`config.mk`:
```
export PLATFORM = sky130hd
export DESIGN_NAME = mul_int_sched
export DESIGN_NICKNAME = d
export VERILOG_FILES = /design/src/rtl/mul_int_pkg.sv /design/src/rtl/mul_rsp_fifo.sv /design/src/rtl/mul_int_sched.sv
export SDC_FILE = /design/constraint.sdc
export NUM_CORES = 1
export LEC_CHECK = 0
export CORE_ASPECT_RATIO = 0.6
export CORE_MARGIN = 2
export CORE_UTILIZATION = 25
export CTS_BUF_LIST = sky130_fd_sc_hd__clkbuf_4
export CTS_CLUSTER_DIAMETER = 200
export DETAILED_ROUTE_END_ITERATION = 10
export HOLD_SLACK_MARGIN = 0.08
export PLACE_DENSITY_LB_ADDON = 0.25
export REMOVE_ABC_BUFFERS = 1
export SLEW_MARGIN = 20
export SYNTH_ARGS = -nofsm -noshare
export SYNTH_HDL_FRONTEND = slang
export SYNTH_SLANG_ARGS = --single-unit
```
`constraint.sdc`:
```
create_clock -name clock -period 4.45 [get_ports clock]
set_input_delay 0.445 -clock clock [delete_from_list [all_inputs] [get_ports clock]]
set_output_delay 0.445 -clock clock [all_outputs]
set_load 0.005 [all_outputs]
```
`src/rtl/mul_int_pkg.sv`:
```
// Shared types and sizing helpers for the multiplier scheduler.
package mul_int_pkg;

    localparam int DW_DEFAULT = 32;
    localparam int MUL_W      = DW_DEFAULT + 1;
    localparam int PW         = 2 * DW_DEFAULT;
    localparam int ID_W_MAX   = 3;

    // Never returns less than 1 so that single-entry structures still get a real pointer bit.
    function automatic int clog2(input int n);
        int r;
        r = 0;
        while ((1 << r) < n) begin
            r = r + 1;
        end
        return (r < 1) ? 1 : r;
    endfunction

    typedef struct packed {
        logic                valid;
        logic [ID_W_MAX-1:0] id;
    } tag_t;

endpackage

```
`src/rtl/mul_rsp_fifo.sv`:
```
// First-word fall-through response FIFO with wrap-around pointers.
module mul_rsp_fifo
    import mul_int_pkg::*;
#(
    parameter int W          = 8,
    parameter int DEPTH      = 4,
    localparam int CNT_W     = clog2(DEPTH + 1)
) (
    input  logic             clock,
    input  logic             reset,
    input  logic             push,
    input  logic [W-1:0]     push_data,
    input  logic             pop,
    output logic [W-1:0]     pop_data,
    output logic [CNT_W-1:0] count,
    output logic             empty,
    output logic             full
);

    localparam int PTR_W = clog2(DEPTH);

    logic [W-1:0]     mem_q [DEPTH];
    logic [PTR_W-1:0] wr_ptr_q, wr_ptr_d;
    logic [PTR_W-1:0] rd_ptr_q, rd_ptr_d;
    logic [CNT_W-1:0] count_q, count_d;
    logic             do_pop;

    function automatic logic [PTR_W-1:0] ptr_inc(input logic [PTR_W-1:0] p);
        return (p == PTR_W'(DEPTH - 1)) ? '0 : p + PTR_W'(1);
    endfunction

    assign empty    = (count_q == '0);
    assign full     = (count_q == CNT_W'(DEPTH));
    assign count    = count_q;
    assign pop_data = mem_q[rd_ptr_q];
    assign do_pop   = pop && !empty;

    always_comb begin
        wr_ptr_d = wr_ptr_q;
        rd_ptr_d = rd_ptr_q;
        count_d  = count_q;
        if (push) begin
            wr_ptr_d = ptr_inc(wr_ptr_q);
        end
        if (do_pop) begin
            rd_ptr_d = ptr_inc(rd_ptr_q);
        end
        case ({push, do_pop})
            2'b10:   count_d = count_q + CNT_W'(1);
            2'b01:   count_d = count_q - CNT_W'(1);
            default: count_d = count_q;
        endcase
    end

    always_ff @(posedge clock) begin
        if (reset) begin
            wr_ptr_q <= '0;
            rd_ptr_q <= '0;
            count_q  <= '0;
        end else begin
            wr_ptr_q <= wr_ptr_d;
            rd_ptr_q <= rd_ptr_d;
            count_q  <= count_d;
        end
    end

    // Storage needs no reset: entries are only visible once counted.
    always_ff @(posedge clock) begin
        if (push) begin
            mem_q[wr_ptr_q] <= push_data;
        end
    end

endmodule

```
`src/rtl/mul_int_sched.sv`:
```
// Round-robin scheduler sharing one fixed-latency pipelined multiplier among NREQ requesters.
// Credits cover in-flight tags plus queued responses, so the non-stallable datapath never overruns the FIFO.
module mul_int_sched
    import mul_int_pkg::*;
#(
    parameter int NREQ  = 4,
    parameter int DW    = DW_DEFAULT,
    parameter int LAT   = 2,
    parameter int DEPTH = 4
) (
    input  logic                   clock,
    input  logic                   reset,
    input  logic [NREQ-1:0]        req_valid,
    output logic [NREQ-1:0]        req_ready,
    input  logic [NREQ*DW-1:0]     req_a,
    input  logic [NREQ*DW-1:0]     req_b,
    input  logic [NREQ-1:0]        req_signed,
    output logic                   mul_valid,
    output logic [DW:0]            mul_a,
    output logic [DW:0]            mul_b,
    input  logic [2*DW+1:0]        mul_p,
    output logic                   rsp_valid,
    input  logic                   rsp_ready,
    output logic [clog2(NREQ)-1:0] rsp_id,
    output logic [2*DW-1:0]        rsp_data
);

    localparam int IW    = clog2(NREQ);
    localparam int IW1   = IW + 1;
    localparam int IDW1  = ID_W_MAX + 1;
    localparam int CNT_W = clog2(DEPTH + 1);
    localparam int OW    = clog2(DEPTH + LAT + 1);
    localparam int P_W   = 2 * DW;
    localparam int FW    = IW + P_W;

    logic [IW-1:0]    ptr_q, ptr_d;
    tag_t             tag_q [LAT];
    tag_t             tag_d [LAT];
    tag_t             tag_out;

    logic [IW1-1:0]   arb_sum;
    logic [IW-1:0]    gnt_idx;
    logic             gnt_any;
    logic             credit_ok;
    logic             grant;
    logic [OW-1:0]    inflight;
    logic [OW-1:0]    outstanding;

    logic [DW-1:0]    sel_a, sel_b;
    logic             sel_s;

    logic             fifo_push;
    logic [FW-1:0]    fifo_wdata, fifo_rdata;
    logic [CNT_W-1:0] fifo_count;
    logic             fifo_empty, fifo_full;

    // First valid requester scanning upward from the pointer, wrapping at NREQ.
    always_comb begin
        gnt_any = 1'b0;
        gnt_idx = '0;
        arb_sum = '0;
        for (int k = 0; k < NREQ; k++) begin
            arb_sum = {1'b0, ptr_q} + IW1'(k);
            if (arb_sum >= IW1'(NREQ)) begin
                arb_sum = arb_sum - IW1'(NREQ);
            end
            if (!gnt_any && req_valid[arb_sum[IW-1:0]]) begin
                gnt_any = 1'b1;
                gnt_idx = arb_sum[IW-1:0];
            end
        end
    end

    always_comb begin
        inflight = '0;
        for (int k = 0; k < LAT; k++) begin
            inflight = inflight + OW'(tag_q[k].valid);
        end
    end

    // A pop in this same cycle is deliberately not credited back.
    assign outstanding = OW'(fifo_count) + inflight;
    assign credit_ok   = (outstanding < OW'(DEPTH));
    assign grant       = gnt_any && credit_ok && !reset;

    always_comb begin
        sel_a = '0;
        sel_b = '0;
        sel_s = 1'b0;
        for (int k = 0; k < NREQ; k++) begin
            if (gnt_idx == IW'(k)) begin
                sel_a = req_a[k*DW +: DW];
                sel_b = req_b[k*DW +: DW];
                sel_s = req_signed[k];
            end
        end
    end

    assign req_ready = grant ? (NREQ'(1) << gnt_idx) : '0;
    assign mul_valid = grant;
    assign mul_a     = grant ? {sel_s & sel_a[DW-1], sel_a} : '0;
    assign mul_b     = grant ? {sel_s & sel_b[DW-1], sel_b} : '0;

    always_comb begin
        tag_d[0].valid = grant;
        tag_d[0].id    = ID_W_MAX'(gnt_idx);
        for (int k = 1; k < LAT; k++) begin
            tag_d[k] = tag_q[k-1];
        end
        ptr_d = ptr_q;
        if (grant) begin
            ptr_d = (gnt_idx == IW'(NREQ - 1)) ? '0 : gnt_idx + IW'(1);
        end
    end

    always_ff @(posedge clock) begin
        if (reset) begin
            ptr_q <= '0;
            tag_q <= '{default: '0};
        end else begin
            ptr_q <= ptr_d;
            tag_q <= tag_d;
        end
    end

    // The last tag stage lines up with the product on mul_p.
    assign tag_out    = tag_q[LAT-1];
    assign fifo_push  = tag_out.valid;
    assign fifo_wdata = {tag_out.id[IW-1:0], mul_p[P_W-1:0]};

    mul_rsp_fifo #(
        .W     (FW),
        .DEPTH (DEPTH)
    ) u_rsp_fifo (
        .clock     (clock),
        .reset     (reset),
        .push      (fifo_push),
        .push_data (fifo_wdata),
        .pop       (rsp_ready),
        .pop_data  (fifo_rdata),
        .count     (fifo_count),
        .empty     (fifo_empty),
        .full      (fifo_full)
    );

    assign rsp_valid = !fifo_empty;
    assign rsp_id    = fifo_rdata[FW-1 -: IW];
    assign rsp_data  = fifo_rdata[P_W-1:0];

    a_no_overflow: assert property (@(posedge clock) disable iff (reset)
        !(fifo_push && fifo_full));

    // 32x32 products always fit in 64 bits, so the two extra product bits must agree.
    a_tag_sane: assert property (@(posedge clock) disable iff (reset)
        tag_out.valid |-> (({1'b0, tag_out.id} < IDW1'(NREQ)) && (mul_p[P_W+1] == mul_p[P_W])));

endmodule

```
==> flow_summary_export.csv, run 1 <==
group,metric,value,unit
finish,drive_gt1_share,15.4,%
logic_synthesis,ys_ff_latch,281,
route,totalWireLength,44500,µm
logic_synthesis,synth_area_leaders,"edfxtp_1 62%, mux4_2 12%, a22oi_1 3.8%, o21a_1 3.8%, a21oi_1 2.8%",
route,drt_iter0_drc,453,
die,row_count,64,
finish,areaGrowthSynthToFinish,51.6,%
route,postRouteAntennaNets,0,
pwr,pwr-share-comb,43.3,%
critical_path,worst_ep_required_time,4.01,ns
critical_path,criticalPathCategory,"flip-flop to primary output",
critical_path,path_cells,"nand2b_1 -> a21oi_1 -> a2111o_1 -> inv_1 -> ha_4 -> buf_12 -> a21oi_1 -> o21ai_0 -> a22oi_1 -> nor2_1 -> clkdlybuf4s50_1",
sta,skew,0.0423,ns
die,ios,471,
clocking,tritoncts,"done",
sta,setup_tns,0,ns
clocking,htree_levels,3,
critical_path,crit_path_max_fanout,30,
route,vias,9597,
critical_path,arrival,3.67,ns
pwr,clkPwrFrac,23.5,%
sta,rsz0062_at_grt,"false",
clocking,clock_path_buffers,3,
sta,clock.fmax,243,MHz
clocking,clkLatencyLatePin,0.70,ns
logic_synthesis,synth_edf_count,264,
placement,place_hpwl,31300,µm
finish,layout_common_cells,"468 x clkdlybuf4s50_1, 264 x edfxtp_1, 94 x clkbuf_4",
clocking,cts_sinks,281,
global_route,antenna_found_initial,9,
logic_synthesis,synth_warnings,0,
pwr,p_leak,0.00639,µW
pwr,power,9480,µW
pwr,swShare,32.7,%
clocking,cts_buffers,66,
route,drc,0,
finish,utilization,38.2,%
route,wire_per_inst,20.9,µm
finish,seq_area,8270,µm²
global_route,grt_util_all_layers,16.4,%
critical_path,max_stage_delay,0.58,ns
finish,layout.nets,1737,
die,die_area,53000,µm²
sta,maxSlewHeadroom,35.7,%
placement,place.gp.congestion,0.959,
global_route,overflow,0,
die,start_util,25.2,%
critical_path,path_common_cell,"a21oi_1",
die,die_w,296,µm
logic_synthesis,synth.distinct_cells,36,
critical_path,critical_path.startpoint_type,"flip-flop",
placement,dpl.cell_count,2016,
logic_synthesis,ys_seq_area_share,64.8,%
finish,multi_input_area,4190,µm²
sta,slew_violations,0,
critical_path,cp_slowest_cell,"clkdlybuf4s50_1",
logic_synthesis,avgSynthCellArea,14.3,µm²
clocking,root_buffer,"clkbuf_4",
sta,setup_viol,0,
logic_synthesis,syn_inst,893,
critical_path,worst-path-buf-inv,3,
logic_synthesis,synth_top_area_share,62.1,%
outcome,outcome,"completed",
sta,layout_min_cycle_time,4.12,ns
global_route,grt_pass1_wl,63600,µm
finish,stdcell_count,2132,
logic_synthesis,async_flop_share,0,%
route,post_drt_via_cell_ratio,4.50,
finish,final_common_cell,"clkdlybuf4s50_1",
critical_path,crit_family,"buffers and inverters",
logic_synthesis,yosysTopAreaCell,"edfxtp_1",
route,dr.pass1.iters,4,
pwr,p_per_area,490,nW/µm²
logic_synthesis,syn_area,12800,µm²
global_route,grt_max_degree,55,
pwr,p_switching,3110,µW
clocking,cts.clk_slew.worst_paths,0.07,ns
sta,worst_slew_pin_slew,0.965,ns
sta,hold_violations,0,
die,die_h,179,µm
min_path,hold_class,"primary input to flip-flop",
global_route,grt_pass1_vias,9959,
flow_run,cap_violations,0,
sta,fin_crit_sh,92.5,%
critical_path,cp-end-kind,"primary output",
placement,io_buffer_count,468,
pwr,p_int,6380,µW
logic_synthesis,ys.flop_type,"edfxtp_1",
finish,num-fill-cells,4865,
pwr,vdd_drop_max,247,µV
die,core,50700,µm²
pwr,sequentialPowerShare,33.2,%
clocking,cts_hold_buf,0,
[cells by family (layout without fill, tap and decap cells)]
| kind of cell | count (synthesis) | after routing | share of synthesized area [%] |
|---|---|---|---|
| and+or+nand+nor | 169 | 169 | 5.69 |
| xor gates and xnor gates | 2 | 2 | 0.137 |
| muxes | 68 | 68 | 11.8 |
| buffers and inverters | 86 | 626 | 2.72 |
| AOI/OAI and AO/OA | 275 | 275 | 13.7 |
| other | 0 | 6 | 0 |
| DFF | 281 | 281 | 64.8 |
| adders and majority gates | 12 | 12 | 1.23 |
[metal layers]
metal | part of all wire [%] | GRT usage, %
met1 | 46 | 22.3
met2 | 45 | 24.1
met3 | 8.0 | 6.41
met4 | 1.6 | 4.48
met5 | 0.097 | 0
[per-stage QoR]
step / instance area [µm²] / setup slack, ns / hold slack [ns]
after detailed placement: 18400 / 0.204 / 0.431
final: 19400 / 0.333 / 0.384
after CTS: 19300 / 0.0208 / 0.279
after floorplan: 12500 / -0.140 / 0.414
after global placement: 18400 / 0.225 / 0.441
after global routing: 19300 / 0.0328 / 0.296
[worst paths after layout]
check | startpoint | to | slack [ns] | cells after the start
max | ptr_q[0]$_SDFFE_PP0P_ | mul_b[20] | 0.33 | 11
min | mul_p[23] | u_rsp_fifo.mem_q[0][23]$_DFFE_PP_ | 0.38 | 1
max reg2reg | u_rsp_fifo.wr_ptr_q[0]$_SDFFE_PP0P_ | u_rsp_fifo.mem_q[0][61]$_DFFE_PP_ | 2.35 | 4
min reg2reg | tag_d[0]$_SDFF_PP0_ | fifo_wdata[64]$_SDFF_PP0_ | 0.44 | 1
[worst register-to-register path, delay by kind of cell (launching register included)]
kind / cells / cell delay, ns
flip-flops: 1 / 0.35
buffers and inverters: 2 / 0.55
adder cells (fa/ha/maj): 1 / 0.14
AND/OR/NAND/NOR: 1 / 0.72
[synth_stat cells (2+ instances only)]
master    number
a21oi_1       71
xor2_1         2
o22ai_1        2
ha_1          11
buf_2         14
mux4_2        66
nor3_1         3
and2_1         6
o21ai_0       67
or3_1          3
o21a_1        64
nor2_1        73
edfxtp_1     264
mux2i_1        2
nand2b_1       6
clkbuf_1      44
a22oi_1       64
dfxtp_1       17
nand2_1       69
inv_1         14
buf_1         12
nor2b_1        4
a21o_1         2
[cell type report]
type                    instances  area share, %
inverters                      15          0.291
repair buffers                502           26.2
clock buffers                  94           3.65
multi-input cells             526           21.6
well taps                     693           4.48
clock inverters                15          0.899
flip-flops and latches        281           42.8
diodes                          6         0.0776
[sequential cells by signal, indices dropped and copies added (netlist names), named ones only]
register / count
fifo_push: 1
fifo_wdata: 2
ptr_q: 2
tag_d: 3
u_rsp_fifo.count: 3
u_rsp_fifo.mem_q: 264
u_rsp_fifo.rd_ptr_q: 2
u_rsp_fifo.wr_ptr_q: 2
[power groups by stage]
stage | registers, µW | clock network (µW) | logic (µW)
floorplan | 3240 | 0 | 1910
global placement | 3210 | 0 | 4070
detailed placement | 3220 | 0 | 4090
CTS | 3160 | 2330 | 4120
global route | 3180 | 2470 | 4470
finish | 3150 | 2230 | 4100
[repair_timing]
item,in CTS,in global routing
resized for setup,0,1
setup endpoints to repair,0,18
endpoints found under the hold margin,0,0
buffers inserted,0,1
No activity file was read; power rests on OpenSTA's default activity.
==> run 2, diff against run 1 <==
PLACE_DENSITY = 0.61   (was unset)
PLACE_DENSITY_LB_ADDON = unset   (was 0.25)
==> flow_summary_export.csv, run 2 (synthesis gave the netlist of run 1 again) <==
group,metric,value,unit
finish,final_area,19200,µm²
global_route,antenna_found_initial,7,
die,start_util,25.2,%
placement,io_buffer_count,468,
die,ios,471,
global_route,grt_pass1_vias,9856,
die,core,50700,µm²
global_route,grt_max_degree,67,
sta,worst_slew_pin_slew,0.971,ns
route,wire_per_inst,20.6,µm
route,drt_iter0_drc,622,
global_route,grt_util_all_layers,15.9,%
sta,fin_crit_sh,92.0,%
route,post_drt_via_cell_ratio,4.58,
critical_path,r2r_cells,6,
sta,skew,0.0381,ns
placement,place.gp.congestion,1.03,
critical_path,criticalPathCategory,"flip-flop to primary output",
die,die_h,179,µm
critical_path,critical_path.startpoint_type,"flip-flop",
pwr,p_leak,0.00633,µW
route,drc,0,
finish,areaGrowthSynthToFinish,50.6,%
die,die_w,296,µm
finish,layout_common_cells,"468 x clkdlybuf4s50_1, 264 x edfxtp_1, 87 x clkbuf_4",
clocking,clkLatencyLatePin,0.72,ns
finish,drive_gt1_share,15.2,%
die,row_count,64,
global_route,grt_pass1_wl,62200,µm
critical_path,worst_ep_required_time,4.01,ns
global_route,overflow,0,
sta,layout_min_cycle_time,4.09,ns
sta,clock.fmax,244,MHz
sta,maxSlewHeadroom,35.1,%
clocking,cts.clk_slew.worst_paths,0.08,ns
clocking,cts_hold_buf,0,
finish,final_common_cell,"clkdlybuf4s50_1",
min_path,whs_path_depth,1,
sta,setup_viol,0,
sta,slew_violations,0,
sta,hold_violations,0,
clocking,htree_levels,2,
route,dr.pass1.iters,5,
finish,layout.nets,1737,
finish,largest_register,"u_rsp_fifo.mem_q",
clocking,clock_path_buffers,3,
min_path,hold_class,"primary input to flip-flop",
die,die_area,53000,µm²
clocking,tritoncts,"done",
flow_run,cap_violations,0,
outcome,outcome,"completed",
clocking,root_buffer,"clkbuf_4",
route,totalWireLength,43900,µm
clocking,cts_sinks,281,
placement,place_hpwl,31600,µm
route,postRouteAntennaNets,0,
sta,setup_tns,0,ns
critical_path,cp-end-kind,"primary output",
critical_path,crit_path_max_fanout,26,
route,vias,9778,
finish,largest_register_ffs,264,
sta,rsz0062_at_grt,"false",
pwr,vdd_drop_max,286,µV
critical_path,arrival,3.65,ns
pwr,p_per_area,478,nW/µm²
clocking,cts_buffers,60,
placement,dpl_cell_area,18400,µm²
run 2: cell count changes in the layout (fill, tap and decap cells not counted), sizes merged:
cell,before,now
buf,34,40
bufinv,4,0
inv,16,15
diode,6,7
clkbuf,94,87
clkinv,9,19
run 2: path summary, 6_finish.rpt:
kind                                                        from                           endpoint  slack, ns
worst max-delay path                       ptr_q[0]$_SDFFE_PP0P_                           mul_b[5]       0.36
worst min-delay path                                   mul_p[16]  u_rsp_fifo.mem_q[0][16]$_DFFE_PP_       0.36
worst max register to register  u_rsp_fifo.count[0]$_SDFFE_PP0P_                tag_d[3]$_SDFF_PP0_       2.03
worst min register to register               tag_d[1]$_SDFF_PP0_          fifo_wdata[65]$_SDFF_PP0_       0.44
run 2: timing repair:
action                                  in CTS  in global routing
endpoints found under the setup margin       0                  2
resized for setup                            0                  2
buffers inserted                             0                  1
run 2: power breakdown:
group	switching [µW]	internal, µW
Sequential	130	3030
Combinational	1990	2150
Clock	988	900
Total	3110	6080
run 2: critical path: stages (launching register included):
cell and delay [ns]:
dfxtp_1 0.39, nand2b_1 0.14, a21oi_1 0.09, a2111o_1 0.46
inv_1 0.15, ha_4 0.34, buf_4 0.31, a21oi_1 0.09
o21ai_0 0.17, a22oi_1 0.12, nor2_1 0.13, clkdlybuf4s50_1 0.55
run 2: layer usage:
metal	routed length, µm	global-route usage, %
met1	19700	22.1
met2	19700	23.6
met3	3760	5.64
met4	710	3.85
met5	41	0
run 2: layout make-up:
cell class,instances,area (µm²)
repair buffers,508,5080
inverters,15,56.3
diodes,7,17.5
fillers,4845,31500
well taps,693,867
flip-flops and latches,281,8280
multi-input cells,526,4190
clock inverters,20,88.8
clock buffers,87,653
run 2: metrics by stage:
stage / worst slack, ns / utilization, % / total power (µW) / cells / hold WS (ns)
after floorplan: -0.140 / - / 5140 / 822 / 0.414
final: 0.356 / 37.9 / 9180 / 2137 / 0.357
after global routing: 0.0796 / 37.9 / 9760 / 2132 / 0.279
after CTS: 0.160 / 37.9 / 9260 / 2129 / 0.265
after global placement: 0.310 / 36.4 / 7300 / 2022 / 0.438
after detailed placement: 0.300 / 36.4 / 7320 / 2022 / 0.433
==> run 3, diff against run 2 <==
PLACE_DENSITY = 0.63   (was 0.61)
clock period = 3.48 ns   (was 4.45 ns; I/O delays follow)
==> flow_summary_export.csv, run 3 (synthesis gave the netlist of run 1 again) <==
group,metric,value,unit
route,vias,10500,
sta,fin_crit_sh,104,%
global_route,antenna_found_initial,13,
route,wire_per_inst,21.0,µm
pwr,sequentialPowerShare,29.0,%
placement,place.gp.congestion,0.981,
finish,largest_register,"u_rsp_fifo.mem_q",
pwr,pwr-share-comb,50.6,%
sta,fin_ws,-0.141,ns
sta,setup_viol,2,
critical_path,max_stage_delay,0.38,ns
finish,final_common_cell,"clkdlybuf4s50_1",
placement,io_buffer_count,468,
outcome,violations,"negative setup slack",
global_route,grt_pass1_wl,66300,µm
critical_path,arrival,4.20,ns
flow_run,cap_violations,0,
critical_path,crit_path_max_fanout,5,
global_route,grt-busiest-layer,"met2",
critical_path,cp_slowest_cell,"dfxtp_4",
clocking,htree_levels,3,
critical_path,criticalPathCategory,"flip-flop to flip-flop",
pwr,power,13900,µW
critical_path,critical_path.startpoint_type,"flip-flop",
route,postRouteAntennaNets,0,
min_path,hold_class,"primary input to flip-flop",
global_route,grtUsageMet1,23.0,%
clocking,cts_hold_buf,0,
route,totalWireLength,47900,µm
pwr,p_int,9260,µW
global_route,overflow,0,
pwr,swShare,33.4,%
sta,skew,0.0373,ns
global_route,grt_pass1_vias,10500,
finish,areaGrowthSynthToFinish,64.9,%
sta,slew_violations,0,
critical_path,path_common_cell,"buf_4",
sta,clock.fmax,276,MHz
pwr,vdd_drop_max,358,µV
finish,layout_common_cells,"401 x clkdlybuf4s50_1, 264 x edfxtp_1, 106 x buf_4",
sta,hold_violations,0,
placement,place_hpwl,32900,µm
route,drt_iter0_drc,644,
critical_path,r2r_slack,-0.14,ns
finish,stdcell_count,2275,
global_route,grt_util_all_layers,17.1,%
placement,place_ws,-0.392,ns
global_route,grt_max_degree,67,
clocking,tritoncts,"done",
sta,maxSlewHeadroom,60.9,%
critical_path,cp-end-kind,"flip-flop",
pwr,p_switching,4640,µW
global_route,use_met2,26.1,%
clocking,clock_path_buffers,3,
sta,layout_min_cycle_time,3.62,ns
pwr,p_per_area,660,nW/µm²
die,row_count,64,
die,die_h,179,µm
pwr,clkPwrFrac,20.4,%
outcome,outcome,"finished, violations left",
pwr,p_leak,0.00743,µW
die,ios,471,
sta,hold_ws,0.282,ns
clocking,cts_buffers,66,
global_route,gr-usage-met3,5.80,%
finish,layout.nets,1872,
clocking,root_buffer,"clkbuf_4",
placement,dpl.cell_count,2081,
sta,rsz0062_at_grt,"true",
clocking,cts.clk_slew.worst_paths,0.07,ns
route,dr.pass1.iters,4,
finish,largest_register_ffs,264,
sta,worst_slew_pin_slew,0.587,ns
die,die_area,53000,µm²
critical_path,worst_ep_required_time,4.05,ns
clocking,clkLatencyLatePin,0.70,ns
sta,setup_tns,-0.152,ns
die,core,50700,µm²
route,post_drt_via_cell_ratio,4.63,
clocking,cts_sinks,281,
die,start_util,25.2,%
die,die_w,296,µm
finish,drive_gt1_share,32.5,%
route,drc,0,
run 3: per-stage QoR:
| step | util, % | cell area (µm²) |
|---|---|---|
| finish | 41.5 | 21100 |
| global route | 41.5 | 21000 |
| CTS | 40.3 | 20400 |
| detailed placement | 37.6 | 19000 |
| global placement | 37.6 | 19000 |
| floorplan | - | 12500 |
run 3: area by class of cell:
class | instances | area, µm²
diodes | 9 | 22.5
clock inverters | 13 | 134
repair buffers | 637 | 6280
multi-input cells | 526 | 4620
fillers | 4698 | 29600
flip-flops and latches | 281 | 8280
well taps | 693 | 867
inverters | 15 | 78.8
clock buffers | 101 | 758
run 3: power groups by stage:
stage	combinational, µW	sequential [µW]	clock [µW]
after floorplan	2440	4140	0
after global placement	5700	4090	0
after detailed placement	5730	4100	0
after CTS	6150	4030	2970
after global routing	7470	4060	3150
final	7030	4030	2830
run 3: path summary, 6_finish.rpt:
path | to | startpoint | cells after the start
hold reg to reg | fifo_wdata[64]$_SDFF_PP0_ | tag_d[0]$_SDFF_PP0_ | 1
hold / removal | flip-flop | rsp_ready | 3
setup reg to reg | ptr_q[0]$_SDFFE_PP0P_ | ptr_q[0]$_SDFFE_PP0P_ | 26
setup / recovery | ptr_q[0]$_SDFFE_PP0P_ | ptr_q[0]$_SDFFE_PP0P_ | 26
run 3: worst max-delay path: cells and delay by family (launching register included):
kind                   cells  cell delay [ns]
buffers and inverters     22             2.62
AND/OR/NAND/NOR            1             0.14
flip-flops                 1             0.38
multiplexers               1             0.10
AO/OA/AOI/OAI              2             0.24
run 3: what timing repair did:
| item | 4_1_cts | 5_1_grt |
|---|---|---|
| endpoints found under the hold margin | 0 | 0 |
| setup endpoints to repair | 68 | 70 |
| gates cloned | 3 | 7 |
| pin swaps | 24 | 76 |
| buffers inserted | 42 | 28 |
| resized for setup | 203 | 224 |
run 3: per-layer routing:
layer  wire, µm  part of all wire [%]
met5         39                 0.081
met4       1120                   2.3
met3       3740                   7.8
met2      21700                    45
met1      21300                    44
